<file path="src/rtl/heart_pattern_decoder_if.sv">
// Pixel-column input lines and frame-check status bundle for heart_pattern_decoder.
// The source side drives the twelve signal lines; the decoder drives all status outputs.
// No handshake: one column is presented per clock and consumed unconditionally.
interface heart_pattern_decoder_if #(
  parameter int CNT_W = 16
);
  logic             signal1, signal2, signal3, signal4, signal5, signal6;
  logic             signal7, signal8, signal9, signal10, signal11, signal12;
  logic             frame_done;
  logic             frame_ok;
  logic [3:0]       mismatch_cols;
  logic             trail_err;
  logic             locked;
  logic             busy;
  logic [CNT_W-1:0] good_cnt;
  logic [CNT_W-1:0] bad_cnt;

  modport master (
    output signal1, signal2, signal3, signal4, signal5, signal6,
           signal7, signal8, signal9, signal10, signal11, signal12,
    input  frame_done, frame_ok, mismatch_cols, trail_err, locked, busy,
           good_cnt, bad_cnt
  );

  modport slave (
    input  signal1, signal2, signal3, signal4, signal5, signal6,
           signal7, signal8, signal9, signal10, signal11, signal12,
    output frame_done, frame_ok, mismatch_cols, trail_err, locked, busy,
           good_cnt, bad_cnt
  );
endinterface

</file>
<file path="src/rtl/heart_pattern_decoder.sv">
// Frames a 12-bit column stream on blank gaps and checks each 13-column frame against the heart bitmap.
// Latency: verdict, counters and frame_done update 14 edges after frame column 0 is sampled.
// No backpressure: one column is consumed every clock; all outputs are registered.
module heart_pattern_decoder #(
  parameter int GAP_MIN = 2,
  parameter int CNT_W   = 16
) (
  input  logic                  clk,
  input  logic                  reset,
  heart_pattern_decoder_if.slave bus
);

  typedef enum logic [1:0] {SEEK, ARMED, CAPTURE, TRAIL} state_e;

  localparam logic [3:0]       GAP_SAT = 4'(GAP_MIN);
  localparam logic [CNT_W-1:0] CNT_ONE = {{(CNT_W-1){1'b0}}, 1'b1};

  function automatic logic [11:0] heart_col(input logic [3:0] i);
    case (i)
      4'd0:    heart_col = 12'h01C;
      4'd1:    heart_col = 12'h03E;
      4'd2:    heart_col = 12'h07F;
      4'd3:    heart_col = 12'h0FF;
      4'd4:    heart_col = 12'h1FE;
      4'd5:    heart_col = 12'h3FC;
      4'd6:    heart_col = 12'hFF8;
      4'd7:    heart_col = 12'h3FC;
      4'd8:    heart_col = 12'h1FE;
      4'd9:    heart_col = 12'h0FF;
      4'd10:   heart_col = 12'h07F;
      4'd11:   heart_col = 12'h03E;
      4'd12:   heart_col = 12'h01C;
      default: heart_col = 12'h000;
    endcase
  endfunction

  state_e           state_q, state_d;
  logic [11:0]      col_q, col_d;
  logic             col_vld_q, col_vld_d;
  logic [3:0]       gap_q, gap_d;
  logic [3:0]       idx_q, idx_d;
  logic [3:0]       mis_q, mis_d;
  logic             done_q, done_d;
  logic             ok_q, ok_d;
  logic [3:0]       mcols_q, mcols_d;
  logic             trail_q, trail_d;
  logic             locked_q, locked_d;
  logic             busy_q, busy_d;
  logic [CNT_W-1:0] good_q, good_d;
  logic [CNT_W-1:0] bad_q, bad_d;

  logic             col_zero, col_hit, frame_good;
  logic [3:0]       gap_inc;

  // Next-state: input capture, framing FSM, verdict and counter updates.
  always_comb begin
    col_d     = {bus.signal12, bus.signal11, bus.signal10, bus.signal9,
                 bus.signal8,  bus.signal7,  bus.signal6,  bus.signal5,
                 bus.signal4,  bus.signal3,  bus.signal2,  bus.signal1};
    col_vld_d = 1'b1;
    state_d   = state_q;
    gap_d     = gap_q;
    idx_d     = idx_q;
    mis_d     = mis_q;
    done_d    = 1'b0;
    ok_d      = ok_q;
    mcols_d   = mcols_q;
    trail_d   = trail_q;
    locked_d  = locked_q;
    good_d    = good_q;
    bad_d     = bad_q;

    col_zero   = (col_q == 12'h000);
    col_hit    = (col_q == heart_col(idx_q));
    frame_good = (mis_q == 4'd0) && col_zero;
    gap_inc    = (gap_q < GAP_SAT) ? gap_q + 4'd1 : gap_q;

    // col_q holds the reset value, not a sampled column, until the first edge after release.
    if (col_vld_q) begin
      unique case (state_q)
        SEEK: begin
          if (col_zero) begin
            gap_d = gap_inc;
            if (gap_inc == GAP_SAT) state_d = ARMED;
          end else begin
            gap_d = 4'd0;
          end
        end
        ARMED: begin
          if (!col_zero) begin
            mis_d   = {3'b000, !col_hit};
            idx_d   = 4'd1;
            state_d = CAPTURE;
          end
        end
        CAPTURE: begin
          if (!col_hit) mis_d = mis_q + 4'd1;
          if (idx_q == 4'd12) begin
            idx_d   = 4'd0;
            state_d = TRAIL;
          end else begin
            idx_d = idx_q + 4'd1;
          end
        end
        TRAIL: begin
          done_d   = 1'b1;
          ok_d     = frame_good;
          mcols_d  = mis_q;
          trail_d  = !col_zero;
          locked_d = frame_good;
          if (frame_good) begin
            if (good_q != {CNT_W{1'b1}}) good_d = good_q + CNT_ONE;
          end else begin
            if (bad_q != {CNT_W{1'b1}}) bad_d = bad_q + CNT_ONE;
          end
          // A blank trailing column already counts as one gap column.
          gap_d   = col_zero ? 4'd1 : 4'd0;
          state_d = (col_zero && GAP_SAT == 4'd1) ? ARMED : SEEK;
        end
        default: state_d = SEEK;
      endcase
    end

    busy_d = (state_d == CAPTURE) || (state_d == TRAIL);
  end

  // State and output registers; reset discards any partial frame.
  always_ff @(posedge clk or negedge reset) begin
    if (!reset) begin
      state_q   <= SEEK;
      col_q     <= 12'h000;
      col_vld_q <= 1'b0;
      gap_q     <= 4'd0;
      idx_q     <= 4'd0;
      mis_q     <= 4'd0;
      done_q    <= 1'b0;
      ok_q      <= 1'b0;
      mcols_q   <= 4'd0;
      trail_q   <= 1'b0;
      locked_q  <= 1'b0;
      busy_q    <= 1'b0;
      good_q    <= '0;
      bad_q     <= '0;
    end else begin
      state_q   <= state_d;
      col_q     <= col_d;
      col_vld_q <= col_vld_d;
      gap_q     <= gap_d;
      idx_q     <= idx_d;
      mis_q     <= mis_d;
      done_q    <= done_d;
      ok_q      <= ok_d;
      mcols_q   <= mcols_d;
      trail_q   <= trail_d;
      locked_q  <= locked_d;
      busy_q    <= busy_d;
      good_q    <= good_d;
      bad_q     <= bad_d;
    end
  end

  assign bus.frame_done    = done_q;
  assign bus.frame_ok      = ok_q;
  assign bus.mismatch_cols = mcols_q;
  assign bus.trail_err     = trail_q;
  assign bus.locked        = locked_q;
  assign bus.busy          = busy_q;
  assign bus.good_cnt      = good_q;
  assign bus.bad_cnt       = bad_q;

endmodule
</file>
<file path="src/flat_wrapper.sv">
// flat-port wrapper written by rule: the top's interface ports become plain ports
module heart_pattern_decoder_flat 
#(
  parameter int GAP_MIN = 2,
  parameter int CNT_W   = 16
)
  (clk, reset, bus_signal1, bus_signal2, bus_signal3, bus_signal4, bus_signal5, bus_signal6, bus_signal7, bus_signal8, bus_signal9, bus_signal10, bus_signal11, bus_signal12, bus_frame_done, bus_frame_ok, bus_mismatch_cols, bus_trail_err, bus_locked, bus_busy, bus_good_cnt, bus_bad_cnt);
  heart_pattern_decoder_if #(.CNT_W(CNT_W)) bus_i ();
  input  logic clk;
  input  logic reset;
  input wire logic [$bits(bus_i.signal1)-1:0] bus_signal1;
  input wire logic [$bits(bus_i.signal2)-1:0] bus_signal2;
  input wire logic [$bits(bus_i.signal3)-1:0] bus_signal3;
  input wire logic [$bits(bus_i.signal4)-1:0] bus_signal4;
  input wire logic [$bits(bus_i.signal5)-1:0] bus_signal5;
  input wire logic [$bits(bus_i.signal6)-1:0] bus_signal6;
  input wire logic [$bits(bus_i.signal7)-1:0] bus_signal7;
  input wire logic [$bits(bus_i.signal8)-1:0] bus_signal8;
  input wire logic [$bits(bus_i.signal9)-1:0] bus_signal9;
  input wire logic [$bits(bus_i.signal10)-1:0] bus_signal10;
  input wire logic [$bits(bus_i.signal11)-1:0] bus_signal11;
  input wire logic [$bits(bus_i.signal12)-1:0] bus_signal12;
  output wire logic [$bits(bus_i.frame_done)-1:0] bus_frame_done;
  output wire logic [$bits(bus_i.frame_ok)-1:0] bus_frame_ok;
  output wire logic [$bits(bus_i.mismatch_cols)-1:0] bus_mismatch_cols;
  output wire logic [$bits(bus_i.trail_err)-1:0] bus_trail_err;
  output wire logic [$bits(bus_i.locked)-1:0] bus_locked;
  output wire logic [$bits(bus_i.busy)-1:0] bus_busy;
  output wire logic [$bits(bus_i.good_cnt)-1:0] bus_good_cnt;
  output wire logic [$bits(bus_i.bad_cnt)-1:0] bus_bad_cnt;
  assign bus_i.signal1 = bus_signal1;
  assign bus_i.signal2 = bus_signal2;
  assign bus_i.signal3 = bus_signal3;
  assign bus_i.signal4 = bus_signal4;
  assign bus_i.signal5 = bus_signal5;
  assign bus_i.signal6 = bus_signal6;
  assign bus_i.signal7 = bus_signal7;
  assign bus_i.signal8 = bus_signal8;
  assign bus_i.signal9 = bus_signal9;
  assign bus_i.signal10 = bus_signal10;
  assign bus_i.signal11 = bus_signal11;
  assign bus_i.signal12 = bus_signal12;
  assign bus_frame_done = bus_i.frame_done;
  assign bus_frame_ok = bus_i.frame_ok;
  assign bus_mismatch_cols = bus_i.mismatch_cols;
  assign bus_trail_err = bus_i.trail_err;
  assign bus_locked = bus_i.locked;
  assign bus_busy = bus_i.busy;
  assign bus_good_cnt = bus_i.good_cnt;
  assign bus_bad_cnt = bus_i.bad_cnt;
  heart_pattern_decoder #(.GAP_MIN(GAP_MIN), .CNT_W(CNT_W)) u_core (.clk(clk), .reset(reset), .bus(bus_i));
endmodule
</file>
<file path="config.mk">
export PLATFORM = sky130hd
export DESIGN_NAME = heart_pattern_decoder_flat
export DESIGN_NICKNAME = d
export VERILOG_FILES = /design/src/rtl/heart_pattern_decoder_if.sv /design/src/rtl/heart_pattern_decoder.sv /design/src/flat_wrapper.sv
export SDC_FILE = /design/constraint.sdc
export NUM_CORES = 1
export LEC_CHECK = 0
export ABC_AREA = 1
export CAP_MARGIN = 0
export CORE_ASPECT_RATIO = 2
export CORE_MARGIN = 2
export CORE_UTILIZATION = 32
export DETAILED_ROUTE_END_ITERATION = 7
export PLACE_DENSITY = 0.55
export RECOVER_POWER = 100
export SYNTH_ARGS = -nofsm -noshare
export SYNTH_HDL_FRONTEND = slang
export SYNTH_SLANG_ARGS = --single-unit
</file>
<file path="constraint.sdc">
create_clock -name clk -period 2 [get_ports clk]
set_input_delay 0.4 -clock clk [delete_from_list [all_inputs] [get_ports clk]]
set_output_delay 0.4 -clock clk [all_outputs]
set_load 0.05 [all_outputs]
</file>
* Word level (Yosys, flattened, before mapping)
Memory sizes are Yosys's and may differ from the RTL's. Cells that the tools add are included.
Cells by class: $add $sub $neg 5, magnitude comparators 1, equality and inequality tests 12, mux-type cells 18, bitwise gates (word level) 1, reduce and logical (&&, ||, !) cells 15
Operators by type and width (count):
- $add A16 B1 Y16 const B | 2
- $ne A16 B16 Y1 const B | 2
- $mux W4 | 6
- $pmux W4 S2 | 3
- $add A4 B1 Y4 const B | 3
- $eq A12 B12 Y1 | 1
- $logic_not A12 Y1 | 1
- $reduce_and A4 Y1 | 3
- $mux W2 | 5
- $eq A2 B2 Y1 const B | 4
- $pmux W2 S4 | 1
- $eq A4 B2 Y1 const B | 1
- $eq A4 B4 Y1 const B | 1
- $logic_not A4 Y1 | 1
- $lt A4 B2 Y1 const B | 1
- $ne A2 B2 Y1 const B | 2
- $reduce_and A2 Y1 | 2
- $reduce_bool A2 Y1 | 2
- $mux W1 | 3
- $reduce_and A3 Y1 | 1
- $eq A2 B1 Y1 const B | 1
- $logic_not A1 Y1 | 2
- $logic_not A2 Y1 | 1
- $logic_and A1 B1 Y1 | 1
- other kinds (2) | 2
Word-level totals: register bits after elaboration 67, memory bits (read-only) 192, output and inout port bits 41, word-level logic and storage cells 66, memories 1
Memory list:
- (name not given) | depth 16, width 12, rd ports 1, clocked after Yosys merged registers in 0, wr ports 0, line heart_pattern_decoder.sv:19 | case (i)

* Logic depth before layout (Yosys ltp)
Gate-level depths: netlist of the first run.
depth in word-level cells 9, mapped depth 14

* Worst setup path before layout of the first run
OpenSTA, ideal clock, no wires.
path kind register to register, start point register u_core.good_q[0], in the netlist u_core.bus.good_cnt[0], end point register u_core.good_q[15], in the netlist u_core.bus.good_cnt[15], data arrival time 1.957 ns, required time 1.882 ns, path slack -0.075 ns, stages on the path, launching flop included 11, path buffers 1, period minus slack after synthesis 2.075 ns, path through dfrtp_1 ha_1 nand3_1 inv_1 nand2_1 o21ai_1 nor3_4 inv_4 buf_6 nand2_1 nand2_1
On the way: word-level cells in the longest chain between the ends 2
RTL lines:
- from (decl) | line heart_pattern_decoder.sv:49 | logic [CNT_W-1:0] good_q, good_d;
- from (signal assigned) | line heart_pattern_decoder.sv:157 | good_q <= good_d;
- branches (longest 2 deep; another with $add A16 B1 Y16)
Several ways; the timed one is not identified. A chain may end at the register's enable or synchronous reset.

* Worst setup path in the final report of the first run
start point register u_core.bad_q[13], in the netlist u_core.bus.bad_cnt[13], end point output port bus_bad_cnt[13]
RTL lines:
- from (decl) | line heart_pattern_decoder.sv:50 | logic [CNT_W-1:0] bad_q, bad_d;
- from (signal assigned) | line heart_pattern_decoder.sv:143 | bad_q <= '0;
- from (signal assigned) | line heart_pattern_decoder.sv:158 | bad_q <= bad_d;
- to (decl) | line flat_wrapper.sv:30 | output wire logic [$bits(bus_i.bad_cnt)-1:0] bus_bad_cnt;
No word-level cell between the ends.

==> key figures, run 1 <==
Outcome
  • Outcome: finished clean

Detailed routing
  • Antenna-violating nets left: 0
  • Via Count: ~3200
  • Drc violations: 0
  • Iter 0 DRT Violations: around 120
  • Vias per inst: approximately 4.7
  • First-pass detailed-route iteration total: 4
  • Wire per inst: 13.3 µm
  • Post-Route WL: 9.16 mm

Global routing
  • Grt met2 use: 29.9%
  • Global-route wire length before repair: between 15 and 20 mm
  • Busiest grt layer: met2
  • Grt total ovfl: 0
  • Tot GR Track Use: ~16%
  • Grt met3 use: around 2.3%
  • GRT met1 Usage: 16.4%
  • Initial antenna violation count: 0
  • Largest net degree at the start of global routing: between 40 and 50
  • Vias in the first global route: between 3000 and 4000

Worst setup path
  • CP cell instances: clkdlybuf4s50_1
  • Worst EP required: ~1.6 ns
  • Crit path launch: u_core.bus.bad_cnt[13]$_DFFE_PN0P_
  • CP Data Arrival Time: about 1.6 ns
  • CP endpoint kind: output port
  • Buf/Inv on CP: 1
  • Crit-path slowest cell: clkdlybuf4s50_1
  • Setup Crit Path Kind: reg -> out
  • Startpoint type of the worst setup path: flop
  • Crit-path max cell delay: about 0.8 ns
  • Max FO, Critical Path: 5
  • Cell family with most CP delay: buffers and inverters
  • Worst r2r src: u_core.mis_q[0]$_DFFE_PN0P_

Yosys
  • Top-area cell type share of the netlist area: between 40% and 50%
  • Yosys top cell by area: dfrtp_1
  • Number of synthesis warnings: 0
  • Dominant cells by area after synthesis: dfrtp_1, nand2_1, inv_1
  • Main synth FF type: dfrtp_1
  • Synth Cell Area: about 3700 µm²
  • Avg Cell Area, Syn: about 8 µm²
  • EDFF count, synth: 0
  • Syn Inst Count: ~470
  • Yosys cell types: 35
  • Asr flop ratio synth: 100%
  • Synthesized flop and latch total: 67
  • Post-synthesis sequential area ratio: 45.0%
  • Synthesized Nets: ~500

Pwr
  • Clock power frac: a little under three fifths
  • Leakage: 2.22 nW
  • Power per standard cell area: around 700 nW/µm²
  • Cell-internal power: about 2.6 mW
  • Psw: around 700 µW
  • Net Sw Frac: between 20% and 30%
  • Peak supply drop: 405 µV
  • Power share of the combinational group: under 10%
  • Reg power frac: 41.4%

Timing
  • Setup TNS: 0 ns
  • Min Tclk post-route: 1.96 ns
  • Worst-margin pin slew: 0.805 ns
  • Final setup viols: 0
  • Final worst path period share: a little over nine tenths
  • Hold_ws: approximately 0.5 ns
  • Maximum clock frequency: about 500 MHz
  • RSZ-0062 raised after global routing: no
  • Fin. Hold Viols: 0
  • Max Slew Vio Count: 0
  • Max-slew headroom: roughly 46%
  • Final setup skew: between 0.01 and 0.015 ns

Floorplan
  • Starting Density: ~33%
  • Area of the core: approximately 11000 µm²
  • Die Wd: around 80 µm
  • Rows: 55
  • Top Ports: 55
  • Die Ht: approximately 160 µm
  • DIE AREA: between 10000 and 15000 µm²

Place
  • Inst Count DP: 669
  • DP HPWL: 6.98 mm
  • Area after DPL: about 4500 µm²
  • GP Congestion: 0.862
  • I/O Buffers: 54

Cells and area
  • Area growth syn-to-layout: 25.3%
  • Fin area: around 4700 µm²
  • Non-filler cells, final: approximately 700
  • Fin nets: approximately 570
  • Share of layout cells above drive strength 1: 8.64%
  • Antenna cells: 0

Worst hold path
  • Hold_sp: u_core.bus.mismatch_cols[1]$_DFFE_PN0P_
  • Worst Hold Class: reg -> reg

Job
  • Max-cap violations: 0

Clock tree
  • CTS HTree Levels: 3
  • Worst skew pair latency: approximately 0.34 ns
  • Clock sinks: 67
  • Total CTS buffers: 9
  • Clk pin slew, worst setup/hold paths: around 0.060 ns
  • CTS tree: built
  • Post-CTS Repair Setup Buffers: 0
  • Worst-case clock buffer depth: 2
  • CTS root buf: clkbuf_16
[per-stage QoR]
step                      setup slack (ns)  utilization [%]  total power [mW]
after floorplan                    0.00441                -              1.43
after global placement               0.187             39.3              1.50
after detailed placement             0.101             39.3              1.50
after CTS                          0.00396             42.4              3.39
after global routing               0.00424             41.2              3.43
final                               0.0376             41.2              3.33
[registers in the layout (all words and copies together) (netlist names)]
name and count:
u_core.state_q 2, u_core.mis_q 4, u_core.col_vld_q 1, u_core.bus.frame_done 1, u_core.bus.frame_ok 1, u_core.bus.bad_cnt 16
u_core.bus.good_cnt 16, u_core.gap_q 4, u_core.bus.mismatch_cols 4, u_core.bus.trail_err 1, u_core.bus.busy 1, u_core.idx_q 4
u_core.col_q 12
[Yosys cell counts (2+ instances only)]
cell type / count
a21oi_1: 2
buf_2: 4
buf_6: 2
clkbuf_1: 2
dfrtp_1: 67
ha_1: 15
inv_1: 54
nand2_1: 140
nand3_1: 35
nand3b_1: 2
nand4_1: 9
nor2_1: 34
nor2_2: 3
nor3_1: 13
nor4_1: 3
o211ai_1: 4
o21ai_0: 24
o21ai_1: 3
o21ai_2: 3
o22ai_1: 2
xnor2_1: 10
xor2_1: 23
[worst paths after layout]
path	end	slack, ns	cells after the start
min in group asynchronous	u_core.bus.good_cnt[10]$_DFFE_PN0P_	0.67	2
worst min register to register	u_core.bus.mismatch_cols[1]$_DFFE_PN0P_	0.51	2
worst max register to register	u_core.bus.bad_cnt[6]$_DFFE_PN0P_	0.11	8
worst min-delay path	u_core.bus.mismatch_cols[1]$_DFFE_PN0P_	0.51	2
worst max-delay path	bus_bad_cnt[13]	0.04	1
max in group asynchronous	u_core.bus.good_cnt[12]$_DFFE_PN0P_	0.49	3
[repair_timing]
item,CTS,global route
endpoints found under the setup margin,2,7
hold endpoints to repair,11,0
resized for setup,2,7
hold buffers,1,0
[layout by cell type, fill, tap and decap left out, drive strengths merged]
master           n
o21a             1
nor3            14
dlygate4sd2      2
nand3b           2
o211ai           4
a21boi           1
a31oi            1
ha              15
o22ai            2
inv             56
dlygate4sd3     14
clkdlybuf4s50    7
dfrtp           67
buf             11
nor2            37
clkinv           4
nor4             3
conb             1
nand3           36
o21ai           30
bufinv           3
a21oi            2
nand2          142
xnor2           10
a41oi            1
xor2            23
nand4            9
clkbuf          45
nor3b            1
[worst register-to-register path: stages, from the launching register on]
cell      delay, ns
dfrtp_1        0.41
inv_1          0.13
ha_1           0.15
nor3b_1        0.32
nand2_4        0.11
nand3_1        0.10
clkbuf_2       0.31
nor2_1         0.09
xor2_1         0.15
[logic make-up after synthesis]
group | count (synthesis) | share of synthesized area [%]
AOI/OAI and AO/OA | 42 | 6.54
xor gates and xnor gates | 33 | 7.75
adders and majority gates | 15 | 5.03
buffers and inverters | 65 | 7.38
DFF | 67 | 45.0
other | 1 | 0.101
and+or+nand+nor | 244 | 28.2
[layer usage]
layer | share of wire, % | up-vias | wire [µm]
li1 | - | 1637 | -
met1 | 38 | 1531 | 3520
met2 | 57 | 59 | 5190
met3 | 2.6 | 13 | 241
met4 | 2.2 | 0 | 202
met5 | 0 | - | 0
[power by group through the flow]
| stage | sequential [mW] | combinational, mW | clock (mW) |
|---|---|---|---|
| after floorplan | 1.40 | 0.0281 | 0 |
| after global placement | 1.40 | 0.0950 | 0 |
| after detailed placement | 1.40 | 0.0958 | 0 |
| after CTS | 1.38 | 0.0984 | 1.91 |
| after global routing | 1.38 | 0.103 | 1.95 |
| final | 1.38 | 0.0889 | 1.86 |
[area by class of cell]
| type | count | area [µm²] |
|---|---|---|
| Clock buffer | 9 | 225 |
| Clock inverter | 7 | 125 |
| Fill cell | 1185 | 6680 |
| Inverter | 56 | 215 |
| Multi-Input combinational cell | 335 | 1790 |
| Sequential cell | 67 | 1680 |
| Tap cell | 142 | 178 |
| Timing Repair Buffer | 70 | 465 |
No activity file was read; power rests on OpenSTA's default activity.
==> run 2, diff against run 1 <==
Settings changed: SLEW_MARGIN set to 20.
==> results of run 2 <==
The final DEF is identical to that of run 1; final timing and power are the same.
==> run 3, diff against run 2 <==
Settings changed: CORE_UTILIZATION 32 to 50, PLACE_DENSITY 0.55 to 0.77, SETUP_SLACK_MARGIN set to 0.1.
==> run 3 against run 2 <==
Compared with the run above: the run now ends with capacitance limit, slew limit left; die area is 35% lower; combinational power barely moved; utilization up 23 points; clock skew is 0.0058 ns lower; sequential cell count is the same; count of clock-buffer cells in the layout increased by 2; power is 12% lower; wire length increased by 1.2%; largest cell class unchanged; highest routed layer unchanged.
==> key figures, run 3 (synthesis results as in run 1) <==
Clock tree
  • Total CTS buffers: 9
  • Post-CTS Hold Buffers: 0
  • Worst-case clock buffer depth: 2
  • CTS HTree Levels: 3
  • CTS tree: built
  • Worst skew pair latency: between 0.3 and 0.4 ns
  • CTS root buf: clkbuf_16
  • Clock sinks: 67
  • Clk pin slew, worst setup/hold paths: about 0.060 ns

Cells and area
  • Share of layout cells above drive strength 1: around a tenth
  • Commonest non-fill, non-tap cell in the layout: nand2_1
  • Antenna cells: 0
  • Commonest non-fill, non-tap cells in the layout: nand2_1, dfrtp_1, inv_1
  • Filler instances: between 600 and 700
  • Register area: about 1700 µm²
  • Fin nets: ~560
  • Area growth syn-to-layout: 24.3%
  • Multi-input logic area: 1830 µm²

Timing
  • Setup TNS: 0 ns
  • Min Tclk post-route: roughly 1.9 ns
  • Fin. Hold Viols: 0
  • Max-slew headroom: -8.98%
  • Final worst path period share: between 90% and 100%
  • Final setup skew: between 0.004 and 0.005 ns
  • Max Slew Vio Count: 29
  • Maximum clock frequency: 527 MHz
  • Worst-margin pin slew: between 1.5 and 2 ns
  • Final setup viols: 0
  • Hold_ws: ~0.47 ns
  • RSZ-0062 raised after global routing: yes

Worst setup path
  • Crit-path max cell delay: ~0.86 ns
  • Buf/Inv on CP: 1
  • CP cell instances: dlygate4sd3_1
  • Max FO, Critical Path: 1
  • CP Data Arrival Time: 1.50 ns
  • CP endpoint kind: output port
  • Worst EP required: 1.60 ns
  • Startpoint type of the worst setup path: flop
  • Crit-path slowest cell: dlygate4sd3_1
  • Setup Crit Path Kind: reg -> out
  • Cell family with most CP delay: buffers and inverters

Place
  • DP HPWL: 6.67 mm
  • I/O Buffers: 54
  • GP Congestion: roughly 0.92

Global routing
  • Largest net degree at the start of global routing: 33
  • Grt total ovfl: 0
  • Tot GR Track Use: 24.0%
  • Initial antenna violation count: 0
  • Vias in the first global route: 3441
  • Global-route wire length before repair: 15.1 mm

Detailed routing
  • Via Count: between 3000 and 4000
  • Drc violations: 0
  • Antenna-violating nets left: 0
  • First-pass detailed-route iteration total: 5
  • Iter 0 DRT Violations: roughly 160
  • Wire per inst: 14.7 µm
  • Post-Route WL: ~9.3 mm
  • Vias per inst: ~5.3

Floorplan
  • DIE AREA: 8210 µm²
  • Die Wd: 65.1 µm
  • Top Ports: 55
  • Area of the core: 7270 µm²
  • Die Ht: 126 µm
  • Rows: 44
  • Starting Density: 51.3%

Pwr
  • Peak supply drop: between 400 and 500 µV
  • Power per standard cell area: 635 nW/µm²
  • Leakage: ~2.3 nW

Job
  • Max-cap violations: 1

Outcome
  • Failing checks: capacitance limit, slew limit
  • Outcome: finished, violations left

Worst hold path
  • Worst Hold Class: in -> async
[run 3: stage by stage]
stage          instances  total power [mW]  worst slack [ns]  utilization [%]  area, µm²
3_5_place_dp         612              1.50             0.108             60.3       4380
2_1_floorplan        467              1.43             0.125                -       3740
6_report             632              2.94             0.101             63.8       4630
5_1_grt              632              3.05            0.0126             63.8       4630
4_1_cts              630              2.98             0.101             63.9       4650
3_3_place_gp         612              1.50             0.195             60.3       4380
[run 3: layout make-up]
type / count / area share [%]
Clock buffer: 11 / 5.45
Clock inverter: 5 / 0.594
Inverter: 56 / 4.78
Multi-Input combinational cell: 335 / 39.4
Sequential cell: 67 / 36.3
Tap cell: 92 / 2.48
Timing Repair Buffer: 65 / 10.9
Timing Repair inverter: 1 / 0.108
[run 3: what timing repair did]
item,4_1_cts,5_1_grt
pin swaps,0,4
gates resized for setup,25,22
setup endpoints to repair,26,23
gates cloned,0,1
buffers inserted,2,1
[run 3: worst paths after layout]
kind / startpoint / end / slack, ns / depth (start not counted)
max: u_core.bus.busy$_DFF_PN0_ / bus_busy / 0.10 / 1
min: reset / u_core.bus.good_cnt[6]$_DFFE_PN0P_ / 0.47 / 1
max reg2reg: u_core.idx_q[1]$_DFFE_PN0P_ / u_core.mis_q[1]$_DFFE_PN0P_ / 0.17 / 12
min reg2reg: u_core.bus.mismatch_cols[2]$_DFFE_PN0P_ / u_core.bus.mismatch_cols[2]$_DFFE_PN0P_ / 0.48 / 2
max in group asynchronous: reset / u_core.bus.bad_cnt[1]$_DFFE_PN0P_ / 0.45 / 1
min in group clk: u_core.bus.mismatch_cols[2]$_DFFE_PN0P_ / u_core.bus.mismatch_cols[2]$_DFFE_PN0P_ / 0.48 / 2
[run 3: layer usage]
| layer | track usage [%] | wire length (µm) | vias up |
|---|---|---|---|
| met5 | 0 | 0 | - |
| met3 | 5.98 | 413 | 24 |
| li1 | - | - | 1625 |
| met2 | 43.7 | 5220 | 105 |
| met1 | 24.0 | 3350 | 1596 |
| met4 | 13.4 | 282 | 0 |
[run 3: where the power goes]
part	total, mW	switching, mW	internal (mW)
sequential	1.38	0.00990	1.37
combinational	0.0886	0.0556	0.0330
clock	1.48	0.580	0.896
